File: src/rtl/uart_defs.sv
// uart_defs: shared UART frame decoder state and error-cause types
package uart_defs;
   typedef enum logic [2:0] {ST_IDLE, ST_LEN, ST_PAYLOAD, ST_CSUM, ST_OUT} FrameState_t;
   typedef enum logic [1:0] {ERR_NONE, ERR_LEN, ERR_CSUM, ERR_TIMEOUT} FrameErr_t;
endpackage

File: src/rtl/uart_frame_decoder.sv
// uart_frame_decoder: SOF/LEN/payload/CSUM frame decoder, store-and-forward payload output
module uart_frame_decoder
   import uart_defs::*;
#(
   parameter logic [7:0]  SOF_BYTE       = 8'hA5,
   parameter int          MAX_LEN        = 64,
   parameter logic [31:0] TIMEOUT_CYCLES = 32'd100000
) (
   input  logic       clk,
   input  logic       rst_n,
   input  logic [7:0] in_data,
   input  logic       in_valid,
   output logic       in_ready,
   output logic [7:0] out_data,
   output logic       out_valid,
   input  logic       out_ready,
   output logic       out_last,
   output logic       frame_ok,
   output logic       frame_err,
   output logic [1:0] err_code
);
   localparam int         AW        = (MAX_LEN > 1) ? $clog2(MAX_LEN) : 1;
   localparam logic [7:0] MAX_LEN_B = 8'(MAX_LEN);
   FrameState_t r_state, w_next;
   FrameErr_t   w_code;
   logic [7:0]  r_len, r_cnt, r_rd_idx, r_sum;
   logic [31:0] r_to;
   logic [7:0]  r_buf [MAX_LEN];
   logic        w_acc, w_hs, w_cnt_en, w_tmo, w_rd_last, w_ok, w_err;
   logic [7:0]  w_sum, w_rd_nxt;
   assign in_ready  = (r_state != ST_OUT);
   assign w_acc     = in_valid && in_ready;
   assign w_hs      = out_valid && out_ready;
   assign w_cnt_en  = r_state inside {ST_LEN, ST_PAYLOAD, ST_CSUM};
   assign w_tmo     = w_cnt_en && !w_acc && (r_to == TIMEOUT_CYCLES - 32'd1);
   assign w_sum     = r_sum + in_data;
   assign w_rd_nxt  = r_rd_idx + 8'd1;
   assign w_rd_last = (r_rd_idx == r_len - 8'd1);
   always_comb begin
      w_next = r_state;
      w_ok   = 1'b0;
      w_err  = 1'b0;
      w_code = ERR_NONE;
      case (r_state)
         ST_IDLE: w_next = (w_acc && in_data == SOF_BYTE) ? ST_LEN : ST_IDLE;
         ST_LEN: if (w_acc) begin
            w_err  = (in_data == 8'd0) || (in_data > MAX_LEN_B);
            w_code = w_err ? ERR_LEN : ERR_NONE;
            w_next = w_err ? ST_IDLE : ST_PAYLOAD;
         end
         ST_PAYLOAD: w_next = (w_acc && r_cnt == r_len - 8'd1) ? ST_CSUM : ST_PAYLOAD;
         ST_CSUM: if (w_acc) begin
            w_ok   = (w_sum == 8'd0);
            w_err  = !w_ok;
            w_code = w_ok ? ERR_NONE : ERR_CSUM;
            w_next = w_ok ? ST_OUT : ST_IDLE;
         end
         ST_OUT: w_next = (w_hs && w_rd_last) ? ST_IDLE : ST_OUT;
         default: w_next = ST_IDLE;
      endcase
      // w_tmo already excludes an accepted byte, so an arriving byte wins
      if (w_tmo) begin
         w_next = ST_IDLE;
         w_err  = 1'b1;
         w_code = ERR_TIMEOUT;
      end
   end
   always_ff @(posedge clk or negedge rst_n)
      if (!rst_n) r_state <= ST_IDLE;
      else        r_state <= w_next;
   always_ff @(posedge clk or negedge rst_n) begin
      if (!rst_n) begin
         r_to      <= '0;
         r_len     <= '0;
         r_sum     <= '0;
         r_cnt     <= '0;
         r_rd_idx  <= '0;
         out_data  <= '0;
         out_valid <= 1'b0;
         out_last  <= 1'b0;
         frame_ok  <= 1'b0;
         frame_err <= 1'b0;
         err_code  <= '0;
      end else begin
         r_to      <= (w_acc || !w_cnt_en) ? '0 : r_to + 32'd1;
         frame_ok  <= w_ok;
         frame_err <= w_err;
         if (w_ok || w_err) err_code <= w_code;
         if (r_state == ST_LEN && w_acc) begin
            r_len <= in_data;
            r_sum <= in_data;
            r_cnt <= '0;
         end
         if (r_state == ST_PAYLOAD && w_acc) begin
            r_sum <= w_sum;
            r_cnt <= r_cnt + 8'd1;
         end
         if (w_ok) begin
            r_rd_idx  <= '0;
            out_data  <= r_buf[0];
            out_last  <= (r_len == 8'd1);
            out_valid <= 1'b1;
         end else if (w_hs) begin
            if (w_rd_last) begin
               out_valid <= 1'b0;
               out_last  <= 1'b0;
            end else begin
               r_rd_idx <= w_rd_nxt;
               out_data <= r_buf[w_rd_nxt[AW-1:0]];
               out_last <= (w_rd_nxt == r_len - 8'd1);
            end
         end
      end
   end
   always_ff @(posedge clk)
      if (r_state == ST_PAYLOAD && w_acc) r_buf[r_cnt[AW-1:0]] <= in_data;
endmodule
File: config.mk
export PLATFORM = sky130hd
export DESIGN_NAME = uart_frame_decoder
export DESIGN_NICKNAME = d
export VERILOG_FILES = /design/src/rtl/uart_defs.sv /design/src/rtl/uart_frame_decoder.sv
export SDC_FILE = /design/constraint.sdc
export NUM_CORES = 1
export LEC_CHECK = 0
export BUFFER_PORTS_ARGS = -buffer_cell sky130_fd_sc_hd__clkbuf_2
export CAP_MARGIN = 10
export CORE_UTILIZATION = 40
export CTS_CLUSTER_DIAMETER = 200
export DETAILED_ROUTE_END_ITERATION = 7
export PLACE_DENSITY = 0.6
export SLEW_MARGIN = 20
export SYNTH_ARGS = -nofsm -noshare
export SYNTH_HDL_FRONTEND = slang
export SYNTH_SLANG_ARGS = --single-unit
File: constraint.sdc
create_clock -name clk -period 3.75 [get_ports clk]
set_input_delay 0 -clock clk [delete_from_list [all_inputs] [get_ports clk]]
set_output_delay 0 -clock clk [all_outputs]
set_load 0.02 [all_outputs]
==> metrics.txt, run 1 <==
clk_skew=21.3 ps; most common cell in the netlist=edfxtp_1; DRC Markers=0; busiest metal layer after global routing=met2; CP max FO=10; detailed-route vias per instance=5.58; Final Slew Violations=0; min cycle time layout=3190 ps; final-report setup violation count=0; Worst setup SP type=flop; share of layout cells above drive strength 1=9.41%; Synth top area share=60.3%; period utilization=84.9%; register area share after synthesis=68.2%; 1st-iter DRT viols=1390; M2 GR Usage=30.2%; RR Endpoint=r_buf[15][7]; Async SR Flop Fraction=13.7%; status=finished clean; Seq cells post-synth=593; launch point of the worst path=r_state[2]; Critical Path RT=4000 ps; number of enable flip-flop cells after synthesis=512; P_sw=0.00265 W; die width=255 um; Area Growth Syn to Fin=12.2%; VDD IR max=0.374 mV; syn_area_per_cell=14.0 um^2; PD cells=459 nW/um^2; Max Buffers Root-to-Sink=3; full die area=64800 um^2; switching share of power=20.2%; Static Leak=8.98 nW; Row Count=92; unrepaired setup endpoints after global routing=false; routability cong.=0.890; via count=15300; total gr overflow=0; Setup CP Type=reg -> reg; Post-DP Area=26700 um^2; Initial Util=40.4%; Setup crit end kind=flop; Mapped Nets=1850; number of inserted diodes=0; Antenna Nets Post-Route=0; Flop pwr share=54.6%; vias in the first global route=14800; Sink Count=593; post-route worst setup slack=565 ps; global router's overall resource usage=19.6%; Worst R2R Path Depth=5; post-route setup TNS=0 ps; initial antenna violation count=2; total CTS buffers=60; fmax=314 MHz; final instance area=28600 um^2; Hold Path Class=in -> async; Arrival @ worst endpoint=3440 ps; setup slack at placement=632 ps; core area=63100 um^2; Crit Reg-Reg Startpoint=r_state[2]; Filler cells=5649; drt first pass iters=5; die height=255 um; H-tree depth=2; CTS tree=built; synth cell count leaders=512 x edfxtp_1, 284 x nand3_1, 267 x mux2i_1; largest net degree at the start of global routing=131; Root Buffer=clkbuf_16; Max-Cap Viols=0; r2r setup slk=560 ps; Post-Synthesis Cells=1825; clock-pin slew on the worst setup and hold paths=60 ps; final hold violation count=0; final wirelength=63000 um; Detail Placement HPWL=38500 um; area leader, netlist=edfxtp_1; Main synth FF type=edfxtp_1; number of gates resized after CTS=0; Max-slew headroom=31.0%; Syn. warnings=0; Comb pwr share=1.5%; Least-Margin Pin Slew=1040 ps; met1 Use GR=27.8%; Syn Std Cell Area=25500 um^2; nets=1880; final worst hold slack=32.4 ps; routed length per instance=22.9 um; first-pass GRT wire length=94100 um; I/O Pins=27; Yosys cell types=61; synth top area cells=edfxtp_1 60%, mux2i_1 10%, dfrtp_1 7.9%, nand3_1 5.6%, nand4_1 1.9%; clock latency on the worst-skew pair=620 ps; clock power share=43.9%; port buffer count=26; Worst Setup EP=r_buf[15][7]; Int Power=0.0105 W; met3 Use GR=3.63%
## cell usage in the layout, fill, tap and decap left out, types with 6 or more instances in the layout
master,instances
buf_12,6
inv_1,13
ha_1,11
nor3b_1,7
o21ai_0,28
edfxtp_1,512
dfrtp_1,80
a21oi_1,14
nand3b_1,6
nand3_1,284
clkinv_1,13
nor3_1,15
nand4_1,76
and4_1,10
nand2_1,73
clkbuf_2,23
xnor2_1,36
dlygate4sd3_1,7
clkbuf_1,14
or3_1,10
xor2_1,30
a22oi_1,33
buf_4,44
mux2i_1,267
nor2_1,126
clkinv_2,12
and3_1,8
clkbuf_16,62
## metrics by stage
stage               utilization [%]  instances  power [W]
floorplan                         -       1825    0.00735
finish                         45.4       2748     0.0131
detailed placement             42.3       2632    0.00751
global route                   45.4       2748     0.0135
global placement               42.3       2632    0.00751
CTS                            45.4       2748     0.0133
## worst max-delay path: stages, from the launching register on
cell,delay (ps)
dfrtp_1,450
nand2b_1,190
nor3b_1,440
and2_0,330
nand3_1,620
nor2_1,800
## registers in the layout, indices dropped and copies added, names as in the netlist, 2 cells and up
register / flops
r_to: 32
r_sum: 8
r_buf: 512
r_state: 3
err_code: 2
r_len: 8
out_data: 8
r_cnt: 8
r_rd_idx: 8
## cells by family (layout without fill, tap and decap cells)
family / after synthesis / in the layout / share of synthesized area, %
adder cells (fa/ha/maj): 13 / 13 / 0.667
AND/OR/NAND/NOR: 649 / 649 / 12.9
XOR/XNOR: 73 / 73 / 2.78
buffers and inverters: 128 / 205 / 2.18
flip-flops: 593 / 593 / 68.2
AO/OA/AOI/OAI: 102 / 102 / 2.84
multiplexers: 267 / 267 / 10.5
## what timing repair did
action,4_1_cts,5_1_grt
endpoints found under the hold margin,98,0
buffers inserted,0,0
hold buffers,7,0
## how the worst min path moves through the flow
| stage | endpoint | slack (ps) | depth (start not counted) |
|---|---|---|---|
| after floorplan | err_code[0] | -300 | 0 |
| after global placement | r_to[28] | 150 | 1 |
| after detailed placement | r_to[27] | 150 | 1 |
| after CTS | r_to[3] | 60 | 2 |
| after global routing | r_to[30] | 90 | 2 |
| final | r_to[27] | 30 | 2 |
## final cells by class
cell class | count | area (um^2) | share of cell area, %
Tap cell | 846 | 1060 | 3.70
Sequential cell | 593 | 17400 | 60.8
Inverter | 14 | 53.8 | 0.188
Clock inverter | 33 | 275 | 0.961
Multi-Input combinational cell | 1104 | 7600 | 26.5
Timing Repair Buffer | 82 | 646 | 2.25
Clock buffer | 76 | 1600 | 5.60
## routing by layer
metal	share of wire [%]	wire length, um
met1	45	28200
met4	3.1	1940
met3	6.7	4200
met5	0	0
met2	46	28700
## power groups by stage
stage                     Combinational, W  Clock, W  Sequential [W]
final                             0.000203   0.00577         0.00718
after CTS                         0.000206   0.00588         0.00718
after global placement            0.000194         0         0.00731
after floorplan                  0.0000359         0         0.00731
after detailed placement          0.000200         0         0.00731
after global routing              0.000220   0.00613         0.00717
Note: power is estimated with default switching activity, not from simulation.
==> run 2, diff against run 1 <==
ABC_AREA = 1   (was not set)
PLACE_DENSITY = 0.62   (was 0.6)
clock period = 2.8 ns   (was 3.75 ns; I/O delays follow)
==> metrics.txt, run 2 <==
Syn Std Cell Area=26800 um^2; violated checks=hold timing; H-tree depth=3; largest family of logic cells by synthesized area=simple AND/OR/NAND/NOR gates; simple-gate portion of the synthesized area=25.8%; CP max FO=5; core area=66000 um^2; final hold violation count=8; Top Layer Used=met4; routed length per instance=19.3 um; Main synth FF type=edfxtp_1; r2r setup slk=100 ps; master of the slowest instance on the critical path=dlygate4sd3_1; nets=2843; syn_area_per_cell=9.79 um^2; most common cell in the netlist=nand2_1; status=finished with violations; Met1 Wirelength=31800 um; area leader, netlist=edfxtp_1; Max-slew headroom=40.2%; die width=261 um; Critical Path, Cell by Cell=ha_2, inv_1, fa_1, nand2_1, nor2_2, nand3_2, nor2_2, nand2_2, nor2_4, nand3_4, nand2_1, dlygate4sd3_1; Mapped Nets=2762; Worst setup SP type=flop; largest net degree at the start of global routing=133; 1st-iter DRT viols=2006; most common cell after layout, fill and taps aside=nand2_1; total CTS buffers=66; Antenna Nets Post-Route=0; Hold Path Class=in -> async; register area share after synthesis=65.0%; met2 wire length=32900 um; synth top area cells=edfxtp_1 57%, nand2_1 13%, dfrtp_1 7.6%, nand3_1 6.9%, nor2_1 3.5%; Post-DP Area=28400 um^2; max reg flops=512; die height=261 um; min cycle time layout=2700 ps; clock-pin slew on the worst setup and hold paths=60 ps; PD cells=874 nW/um^2; Critical Path RT=3360 ps; clk_skew=32.1 ps; Seq cells post-synth=593; period utilization=96.3%; final-report setup violation count=0; vias in the first global route=18900; Root Buffer=clkbuf_16; Max Buffers Root-to-Sink=3; final core utilization=46.4%; final worst hold slack=-10.4 ps; Arrival @ worst endpoint=3250 ps; Initial Util=40.6%; Async SR Flop Fraction=13.7%; CP peak stage delay=540 ps; Synth top area share=57.4%; commonest non-fill, non-tap cells in the layout=921 x nand2_1, 512 x edfxtp_1, 367 x nand3_1, 249 x nor2_1, 206 x inv_1; detailed-route vias per instance=5.25; Filler cells=6127; initial antenna violation count=3; Yosys cell types=47; Setup CP Type=reg -> reg; Static Leak=12.3 nW; drt first pass iters=5; total gr overflow=0; final instance area=30600 um^2; Post-Synth Adder-Cell Area=0.635%; Sink Count=593; synth cell count leaders=921 x nand2_1, 512 x edfxtp_1, 368 x nand3_1; I/O Pins=27; CTS tree=built; clock latency on the worst-skew pair=620 ps; DRC Markers=0; Setup crit end kind=flop; Row Count=94; routability cong.=0.943; Area Growth Syn to Fin=14.4%; Final Slew Violations=0; Least-Margin Pin Slew=897 ps; via count=19600; Compound-Gate Fraction of Synth Area=2.47%; global router's overall resource usage=21.5%; share of layout cells above drive strength 1=9.34%; number of enable flip-flop cells after synthesis=512; full die area=68000 um^2; fmax=371 MHz; Max-Cap Viols=0; Post-Synthesis Cells=2737; VDD IR max=0.641 mV; first-pass GRT wire length=111000 um; port buffer count=26; final wirelength=72100 um; Synth Area in XOR/XNOR=0.939%; Detail Placement HPWL=44800 um; mux share of post-synthesis cell area=0%; Syn. warnings=0; WL met3=5090 um
==> run 2: changes by cell type in the layout (fill, tap and decap cells not counted), moves of 17 or more <==
cell	before	now
nand2_1	73	921
nand3_1	284	367
nor3_1	15	32
a22oi_1	33	0
nand4_1	76	29
nor2_1	126	249
a21oi_1	14	31
o21ai_0	28	71
mux2i_1	267	0
inv_1	13	206
xnor2_1	36	5
buf_4	44	88
==> run 2: where the power goes <==
part           internal (W)  switching [W]
registers           0.00988       0.000286
logic               0.00254        0.00562
clock network       0.00485        0.00361
total                0.0173        0.00951
==> run 2: per-stage QoR <==
step	std cells	total power (W)	hold WS (ps)	TNS, ps	setup slack, ps
after floorplan	2737	0.0158	-296	0	628
after global placement	3601	0.0183	247	0	210
after detailed placement	3601	0.0184	265	0	156
after CTS	3728	0.0269	65.7	0	72.0
after global routing	3734	0.0282	43.7	-2.90	-2.90
final	3735	0.0268	-10.4	0	103
==> run 2: area by class of cell <==
cell class,count,area [um^2],area share [%]
Antenna cell,2,5.00,0.0163
Clock buffer,85,1750,5.72
Clock inverter,34,345,1.13
Inverter,218,827,2.70
Multi-Input combinational cell,1802,8040,26.2
Sequential cell,593,17400,56.8
Tap cell,864,1080,3.53
Timing Repair Buffer,137,1180,3.84
==> run 2: final timing paths <==
kind	startpoint	end	cells past startpoint
max	r_sum[0]	out_valid	12
min	rst_n	r_to[16]	2
max reg2reg	r_sum[0]	out_valid	12
min reg2reg	r_to[0]	r_to[0]	1
max in group asynchronous	rst_n	r_rd_idx[0]	2
min in group clk	in_data[4]	r_buf[63][4]	2
==> run 2: critical path, delay by kind of cell, from the launching register on <==
kind | cells | cell delay [ps]
adders and majority gates | 2 | 720
buffers and inverters | 2 | 600
and+or+nand+nor | 8 | 990
DFF | 1 | 360
==> run 2: cell families (layout without fill, tap and decap cells) <==
group	after synthesis	count (layout)
other	0	2
adder cells (fa/ha/maj)	13	13
AND/OR/NAND/NOR	1640	1640
buffers and inverters	342	474
flip-flops	593	593
AO/OA/AOI/OAI	122	122
XOR/XNOR	27	27
==> run 2: metal layers <==
layer,up-vias,GRT usage [%]
li1,9288,-
met1,9489,29.8
met2,694,33.7
met3,127,3.97
met4,0,7.60
met5,-,0
==> run 2: timing repair <==
action	CTS	global route
resized for setup	0	6
endpoints found under the hold margin	116	0
hold buffers	8	0
buffers inserted	0	5
endpoints found under the setup margin	0	5
==> run 3, diff against run 2 <==
PLACE_DENSITY = 0.55   (was 0.62)
clock period = 3 ns   (was 2.8 ns; I/O delays follow)
==> metrics.txt, run 3 (synthesis results as in run 2) <==
Filler cells=6148; core area=66000 um^2; drt first pass iters=6; vias in the first global route=19200; CTS tree=built; Setup CP Type=reg -> reg; commonest non-fill, non-tap cells in the layout=921 x nand2_1, 512 x edfxtp_1, 368 x nand3_1, 251 x nor2_1, 206 x inv_1; H-tree depth=3; total gr overflow=0; max reg flops=512; initial antenna violation count=0; global router's overall resource usage=22.8%; I/O Pins=27; Sink Count=593; CP max FO=8; Arrival @ worst endpoint=3200 ps; Setup crit end kind=flop; post-route setup TNS=0 ps; Hold Path Class=in -> async; DP Cell Count=3569; DRC Markers=0; final wirelength=76100 um; routability cong.=0.876; Max Buffers Root-to-Sink=3; fmax=367 MHz; Max-slew headroom=35.1%; final worst hold slack=-17.5 ps; final core utilization=45.7%; routed length per instance=20.6 um; PD cells=820 nW/um^2; final-report setup violation count=0; port buffer count=26; first-pass GRT wire length=116000 um; clock-pin slew on the worst setup and hold paths=50 ps; status=finished with violations; setup slack at placement=435 ps; Root Buffer=clkbuf_16; Static Leak=12.0 nW; die height=261 um; share of layout cells above drive strength 1=7.46%; detailed-route vias per instance=5.28; Non-Filler Instances=3693; Critical Path RT=3470 ps; Detail Placement HPWL=48900 um; full die area=68000 um^2; Least-Margin Pin Slew=970 ps; Row Count=94; largest net degree at the start of global routing=133; Final Slew Violations=0; violated checks=hold timing; period utilization=90.8%; clock latency on the worst-skew pair=600 ps; Antenna Nets Post-Route=0; 1st-iter DRT viols=1815; VDD IR max=0.986 mV; Worst setup SP type=flop; final hold violation count=7; unrepaired setup endpoints after global routing=false; Area Growth Syn to Fin=12.6%; via count=19500; Initial Util=40.6%; number of inserted diodes=0; Max-Cap Viols=0; total CTS buffers=66; most common cell after layout, fill and taps aside=nand2_1; nets=2810; post-route worst setup slack=276 ps; setup bufs post-CTS=0; die width=261 um; min cycle time layout=2720 ps; clk_skew=23.6 ps
-- run 3: critical path, cell delays in order (launching register included) --
cell           delay [ps]
dfrtp_1               460
inv_2                 170
ha_1                  300
inv_1                  70
nand2_1                60
nand2_1               150
nand2_1               110
nand3_1               100
inv_2                  60
nand2_1                50
nor2_1                110
nand2_2               170
o21ai_0               190
nand2_1                60
dlygate4sd3_1         550
-- run 3: layout make-up --
cell class                      instances  area (um^2)  area share, %
Sequential cell                       593        17400           57.7
Multi-Input combinational cell       1802         8010           26.6
Timing Repair Buffer                  104          873           2.90
Inverter                              218          827           2.74
Clock inverter                         19         81.3          0.270
Tap cell                              864         1080           3.59
Clock buffer                           93         1870           6.20
-- run 3: stage by stage --
| stage | power (W) | hold slack, ps | instance area [um^2] |
|---|---|---|---|
| 3_3_place_gp | 0.0173 | 73.5 | 28100 |
| 2_1_floorplan | 0.0147 | -296 | 26800 |
| 3_5_place_dp | 0.0174 | 86.8 | 28100 |
| 5_1_grt | 0.0260 | 45.0 | 30200 |
| 4_1_cts | 0.0248 | 3.40 | 30200 |
| 6_report | 0.0247 | -17.5 | 30200 |
-- run 3: path summary, 6_finish.rpt --
path                                from        end  slack, ps  cells past startpoint
worst max-delay path            r_len[0]  out_valid        280                     14
worst min-delay path               rst_n   r_to[17]        -20                      2
worst max register to register  r_len[0]  out_valid        280                     14
worst min register to register   r_to[0]    r_to[0]        460                      1
max in group asynchronous          rst_n    r_to[1]       2300                      3
min in group clk                in_valid   frame_ok        350                      4
-- run 3: report_power, final --
part           total [W]  internal [W]  leakage [nW]  switching [W]
Combinational    0.00769       0.00228          5.36        0.00541
Sequential       0.00952       0.00922          5.69       0.000302
Clock            0.00750       0.00431         0.949        0.00319
Total             0.0247        0.0158          12.0        0.00890
-- run 3: per-layer routing --
| metal | up-vias | global-route usage [%] | routed length (um) |
|---|---|---|---|
| li1 | 9213 | - | - |
| met1 | 9491 | 31.0 | 33200 |
| met2 | 643 | 36.7 | 35500 |
| met3 | 142 | 3.84 | 4860 |
| met4 | 0 | 8.14 | 2590 |
| met5 | - | 0 | 0 |
-- run 3: what timing repair did --
action	4_1_cts	5_1_grt
hold buffers	12	0
resized for setup	0	0
hold endpoints to repair	136	0
